==> config.mk <==
export PLATFORM = sky130hd
export DESIGN_NAME = vram_port_arbiter
export DESIGN_NICKNAME = d
export VERILOG_FILES = /design/src/rtl/vram_port_arbiter.sv
export SDC_FILE = /design/constraint.sdc
export NUM_CORES = 1
export LEC_CHECK = 0
export BUFFER_PORTS_ARGS = -buffer_cell sky130_fd_sc_hd__buf_4
export CAP_MARGIN = 20
export CORE_MARGIN = 4
export CORE_UTILIZATION = 45
export DETAILED_ROUTE_END_ITERATION = 12
export GPL_TIMING_DRIVEN = 0
export PLACE_DENSITY_LB_ADDON = 0.2
export SYNTH_ARGS = -nofsm -noshare
export SYNTH_HDL_FRONTEND = slang
export SYNTH_SLANG_ARGS = --single-unit
==> constraint.sdc <==
create_clock -name CLK -period 1.9 [get_ports CLK]
set_input_delay 0.095 -clock CLK [delete_from_list [all_inputs] [get_ports CLK]]
set_output_delay 0.095 -clock CLK [all_outputs]
set_load 0.005 [all_outputs]
==> src/rtl/vram_port_arbiter.sv <==
// rtl/vram_port_arbiter.sv - VRAM port A arbiter between the host slave path and the fill/scroll engine
//
// Ports:
//   CLK, RESET_N                   clock, asynchronous active-low reset
//   H_READ/H_WRITE/H_CS/H_BYTE_EN  host request (VRAM range only)
//   H_ADDR, H_WRITEDATA            host word address and write data
//   H_READDATA, H_WAITREQUEST      host read data and stall
//   CMD_VALID/CMD_OP/CMD_FILL      engine command (0 = CLEAR, 1 = SCROLL) and fill word
//   CMD_READY, BUSY, DONE          engine status
//   RAM_ADDR/RAM_BYTE_EN/RAM_WDATA/RAM_WREN/RAM_Q  VRAM port A (1-cycle registered read)
module vram_port_arbiter #(
   parameter int WORDS      = 600,
   parameter int ROW_WORDS  = 40,
   parameter int STARVE_MAX = 8
) (
   input  logic        CLK,
   input  logic        RESET_N,
   input  logic        H_READ,
   input  logic        H_WRITE,
   input  logic        H_CS,
   input  logic [3:0]  H_BYTE_EN,
   input  logic [9:0]  H_ADDR,
   input  logic [31:0] H_WRITEDATA,
   output logic [31:0] H_READDATA,
   output logic        H_WAITREQUEST,
   input  logic        CMD_VALID,
   input  logic        CMD_OP,
   input  logic [31:0] CMD_FILL,
   output logic        CMD_READY,
   output logic        BUSY,
   output logic        DONE,
   output logic [9:0]  RAM_ADDR,
   output logic [3:0]  RAM_BYTE_EN,
   output logic [31:0] RAM_WDATA,
   output logic        RAM_WREN,
   input  logic [31:0] RAM_Q
);

   localparam int              SW          = $clog2(STARVE_MAX + 1);
   localparam logic [9:0]      LAST_IDX    = 10'(WORDS - 1);
   localparam logic [9:0]      SC_LAST_IDX = 10'(WORDS - ROW_WORDS - 1);
   localparam logic [9:0]      TAIL_IDX    = 10'(WORDS - ROW_WORDS);
   localparam logic [9:0]      ROW_OFS     = 10'(ROW_WORDS);
   localparam logic [SW-1:0]   STARVE_LIM  = SW'(STARVE_MAX);

   typedef enum logic [2:0] {
      S_IDLE, S_CLR_WR, S_SC_RD, S_SC_CAP, S_SC_WR, S_FILL, S_DONE
   } state_t;

   state_t        state, state_n;
   logic [9:0]    idx, idx_n;
   logic [31:0]   fill_q;
   logic [31:0]   hold_q;
   logic [31:0]   rd_hold;
   logic          host_pend;
   logic [SW-1:0] starve;

   logic host_req, eng_want, eng_force, eng_gnt, host_gnt;

   // A pending host read masks the request so the second cycle of a read
   // leaves the port free for the engine.
   assign host_req  = H_CS & (H_READ | H_WRITE) & ~host_pend;
   assign eng_want  = (state == S_CLR_WR) || (state == S_SC_RD) ||
                      (state == S_SC_WR)  || (state == S_FILL);
   assign eng_force = eng_want && (starve == STARVE_LIM);
   assign eng_gnt   = eng_want && (!host_req || eng_force);
   assign host_gnt  = host_req && !eng_force;

   assign CMD_READY = (state == S_IDLE);
   assign BUSY      = (state != S_IDLE);
   assign DONE      = (state == S_DONE);

   // Read data is RAM_Q itself in the completing cycle, then held until the next read.
   assign H_READDATA    = host_pend ? RAM_Q : rd_hold;
   // H_READ has priority, so a request with both strobes set is a read.
   assign H_WAITREQUEST = host_req && (!host_gnt || H_READ);

   always_comb begin
      RAM_ADDR    = '0;
      RAM_BYTE_EN = '0;
      RAM_WDATA   = '0;
      RAM_WREN    = 1'b0;
      if (eng_gnt) begin
         RAM_BYTE_EN = 4'hF;
         case (state)
            S_CLR_WR, S_FILL: begin
               RAM_ADDR  = idx;
               RAM_WDATA = fill_q;
               RAM_WREN  = 1'b1;
            end
            S_SC_RD: RAM_ADDR = idx + ROW_OFS;
            S_SC_WR: begin
               RAM_ADDR  = idx;
               RAM_WDATA = hold_q;
               RAM_WREN  = 1'b1;
            end
            default: RAM_BYTE_EN = '0;
         endcase
      end else if (host_gnt) begin
         RAM_ADDR    = H_ADDR;
         RAM_BYTE_EN = H_BYTE_EN;
         if (!H_READ) begin
            RAM_WDATA = H_WRITEDATA;
            RAM_WREN  = 1'b1;
         end
      end
   end

   always_comb begin
      state_n = state;
      idx_n   = idx;
      case (state)
         S_IDLE: begin
            if (CMD_VALID) begin
               idx_n   = '0;
               state_n = CMD_OP ? S_SC_RD : S_CLR_WR;
            end
         end
         S_CLR_WR, S_FILL: begin
            if (eng_gnt) begin
               if (idx == LAST_IDX) state_n = S_DONE;
               else                 idx_n   = idx + 10'd1;
            end
         end
         S_SC_RD: begin
            if (eng_gnt) state_n = S_SC_CAP;
         end
         // RAM_Q here is the engine's own read from the previous cycle.
         S_SC_CAP: state_n = S_SC_WR;
         S_SC_WR: begin
            if (eng_gnt) begin
               if (idx == SC_LAST_IDX) begin
                  state_n = S_FILL;
                  idx_n   = TAIL_IDX;
               end else begin
                  state_n = S_SC_RD;
                  idx_n   = idx + 10'd1;
               end
            end
         end
         S_DONE:  state_n = S_IDLE;
         default: state_n = S_IDLE;
      endcase
   end

   always_ff @(posedge CLK or negedge RESET_N) begin
      if (!RESET_N) begin
         state     <= S_IDLE;
         idx       <= '0;
         fill_q    <= '0;
         hold_q    <= '0;
         rd_hold   <= '0;
         host_pend <= 1'b0;
         starve    <= '0;
      end else begin
         state     <= state_n;
         idx       <= idx_n;
         host_pend <= host_gnt && H_READ;
         if (state == S_IDLE && CMD_VALID) fill_q  <= CMD_FILL;
         if (state == S_SC_CAP)            hold_q  <= RAM_Q;
         if (host_pend)                    rd_hold <= RAM_Q;
         // Saturates at STARVE_LIM because that value forces the next engine grant.
         if (state == S_IDLE || eng_gnt) starve <= '0;
         else if (eng_want)              starve <= starve + SW'(1);
      end
   end

endmodule

==> impl_metrics.csv <==
group,metric,value,unit
outcome,status,"finished with violations",
outcome,violations,"negative setup slack",
grt,grt_pass1_vias,6009,
finish,area_growth,81.4,%
routing,wl_met1,8160,um
routing,first_pass_iters,5,
yosys,synth_common_cells,"dfrtp_1, mux2_1, mux2_2",
yosys,synth.most_common_cell,"dfrtp_1",
grt,gr-total-overflow,0,
critical_path,start_kind,"flip-flop",
clock_tree,cts_tree,"built",
yosys,synth_fa_ha_area_share,0.884,%
worst_hold_path,hp-start,"CMD_OP",
timing,hold_violations,0,
timing,tightest_slew,0.430,ns
timing,maxSlewViolCount,0,
placement,hpwl,12300,um
yosys,yosysUniqueCellTypes,49,
power,power_density,1310,nW/um2
critical_path,crit_type,"reg2out",
yosys,syn-num-nets,609,
floorplan,die_x,120,um
critical_path,cp.required,1.80,ns
timing,period_share,121,%
yosys,synth.area.top_cells,"dfrtp_1, mux2_1, mux2_2",
yosys,syn_inst,488,
routing,finalWirelength,22900,um
finish,fill_cells,603,
timing,slew_headroom,71.3,%
grt,grt_max_degree,85,
placement,portBuffers,199,
timing,finalClockSkew,0.0101,ns
yosys,synth_seq_area_share,50.4,%
routing,avgRoutedWirePerCell,22.9,um
yosys,yosys.area_share.simple,8.07,%
floorplan,io_pins,200,
routing,met3_length,1580,um
routing,dr_wl_met2,12200,um
timing,rsz0062_at_grt,"yes",
clock_tree,clk_pin_slew,0.06,ns
routing,top_layer,"met4",
critical_path,timing.rr.end,"state[0]$_DFFE_PN0P_",
yosys,synth_compound_area_share,17.1,%
grt,grtUsageTotal,28.5,%
yosys,synth_warnings,0,
run,cap_viol_max_count,0,
critical_path,crit_path_frequent_cell,"buf_4",
routing,vias_per_cell,5.79,
worst_hold_path,hp-class,"in2reg",
placement,dpl_cell_area,7410,um2
yosys,ys_ff_latch,114,
floorplan,rows,40,
finish,n_antenna_cell,0,
yosys,synth-xor-area-share,0.619,%
critical_path,path_cells,"buf_6 > buf_4 > nor2b_1 > clkbuf_2 > buf_4 > a22oi_1 > o2bb2ai_2 > buf_4",
worst_hold_path,hold_end,"state[1]$_DFFE_PN0P_",
timing,finalSetupViolations,61,
timing,fmax,0.435,GHz
critical_path,endpoint_kind,"output pin",
routing,drtIter0Drc,517,
yosys,synth_top_family_by_area,"multiplexers",
placement,dp_slack,-0.719,ns
yosys,synth_flop_cell,"dfrtp_1",
yosys,synthMuxAreaShare,19.1,%
routing,vias,5791,
power,leakage,4.51,nW
yosys,synth-async-reset-ratio,100,%
floorplan,die-area,14400,um2
finish,drive_above_1_share,59.1,%
worst_hold_path,holdPathStages,5,
critical_path,slowest_delay,0.43,ns
yosys,netlist_area,5660,um2
finish,utilization,84.4,%
grt,antenna_found_initial,0,
yosys,synth_area_leader_cell,"dfrtp_1",
critical_path,rrSetupSlack,-0.23,ns
critical_path,reg2reg_depth,7,
floorplan,initial_utilization,46.6,%
timing,fin_ws,-0.398,ns
routing,drc,0,
critical_path,worstPathArrival,2.20,ns
clock_tree,numCtsBuffers,17,
clock_tree,clk_latency,0.42,ns
timing,hold_slack,0.0522,ns
finish,fin_nets,940,
critical_path,worst_path_max_delay_cell,"dfrtp_2",
timing,finalCriticalPeriod,2.30,ns
floorplan,die_h,120,um
routing,ant_nets,0,
clock_tree,cts.sinks,114,
grt,grt_pass1_wl,32100,um
yosys,synth_edf_count,0,
clock_tree,cts_buffer_depth,2,
critical_path,critPathMaxFanout,10,
finish,design_area,10300,um2
critical_path,r2r-start,"idx[7]$_DFFE_PN0P_",
clock_tree,cts_root_buf,"clkbuf_16",
clock_tree,htree_levels,4,
yosys,synth_area_per_cell,11.6,um2
yosys,synth_top_area_share,50.4,%
power,peakVddDrop,832,uV
placement,gp_congestion,0.905,
floorplan,coreArea,12200,um2
-- layout make-up --
| cell class | count | area (um2) | area share (%) |
|---|---|---|---|
| tap | 168 | 210 | 2.05 |
| sequential | 114 | 2860 | 27.9 |
| timing repair buffer | 321 | 2810 | 27.4 |
| buffer | 31 | 357 | 3.47 |
| multi-input combinational | 327 | 3410 | 33.2 |
| clock buffer | 23 | 508 | 4.95 |
| clock inverter | 9 | 77.6 | 0.755 |
| inverter | 7 | 28.8 | 0.280 |
-- cells in the final DEF, fill, tap and decap left out, types with 3 or more instances in the layout --
cell,synthesis,routed
a22o_1,3,3
a21oi_2,0,4
dlygate4sd3_1,0,66
o21ai_2,0,11
a22oi_2,1,19
mux2_1,58,58
o31ai_2,0,5
and3_1,6,3
clkbuf_16,0,21
mux2_2,38,38
buf_16,0,3
buf_12,0,6
clkinv_2,0,5
buf_4,7,225
a22oi_1,34,16
nor2_1,16,12
o2bb2ai_2,0,20
inv_2,3,4
buf_2,7,4
a31oi_1,4,3
a21oi_1,11,7
clkinvlp_4,0,3
o21ai_4,0,3
nor2_4,0,5
o2bb2ai_4,0,12
dfrtp_1,114,105
nand4_1,3,3
nor3_1,11,9
buf_6,1,34
nand2_2,1,15
a21o_1,3,3
nand3_1,8,6
buf_8,0,4
dfrtp_2,0,9
clkbuf_8,0,8
nand2_1,29,13
o21ai_1,21,8
-- metal layers --
metal,vias to the layer above,global-route usage (%)
met5,-,0
met3,99,6.60
met4,0,12.5
met1,2881,32.0
li1,2483,-
met2,328,51.3
-- cell families after synthesis --
| family | Yosys count |
|---|---|
| adder cells (fa/ha/maj) | 4 |
| buffers and inverters | 47 |
| flip-flops | 114 |
| AO/OA/AOI/OAI | 130 |
| XOR/XNOR | 4 |
| AND/OR/NAND/NOR | 93 |
| multiplexers | 96 |
-- worst max path at each step --
| stage | endpoint | from | slack (ns) | cells after the start |
|---|---|---|---|---|
| finish | RAM_WDATA[20] | state[0]$_DFFE_PN0P_ | -0.40 | 8 |
| global route | RAM_WDATA[20] | state[0]$_DFFE_PN0P_ | -0.44 | 8 |
| CTS | RAM_WDATA[3] | state[0]$_DFFE_PN0P_ | -0.34 | 10 |
| detailed placement | RAM_WDATA[17] | host_pend$_DFF_PN0_ | -0.72 | 8 |
| global placement | RAM_WDATA[17] | host_pend$_DFF_PN0_ | -0.67 | 8 |
| floorplan | idx[6]$_DFFE_PN0P_ | idx[7]$_DFFE_PN0P_ | 0.01 | 7 |
-- metrics by stage --
stage               TNS [ns]  instances  total power, W
finish                -16.59       1000          0.0135
global route          -19.70       1000          0.0140
CTS                   -16.43        984          0.0122
detailed placement    -40.35        856         0.00793
global placement      -35.17        855         0.00772
floorplan                  0        488         0.00618
-- registers in the layout, indices dropped and copies added, names as in the netlist --
register	cells
rd_hold	32
hold_q	32
host_pend	1
idx	10
state	3
fill_q	32
starve	4
-- power breakdown --
part	internal, W	leakage, nW	switching [W]
clock network	0.00199	0.287	0.00115
registers	0.00336	1.36	0.000650
logic	0.00316	2.86	0.00314
total	0.00851	4.51	0.00494
-- critical path, delay by kind of cell (launching register included) --
kind | cells | cell delay, ns
flops | 1 | 0.43
compound gates | 2 | 0.38
simple gates | 1 | 0.14
buf+inv | 5 | 0.81
-- what timing repair did --
action	in CTS	in global routing
setup buffers	31	19
resized for setup	147	121
endpoints found under the setup margin	163	93
gates cloned	5	3
pin swaps	28	31
hold buffers	66	0
hold endpoints to repair	211	0
Note: power is estimated with default switching activity, not from simulation.
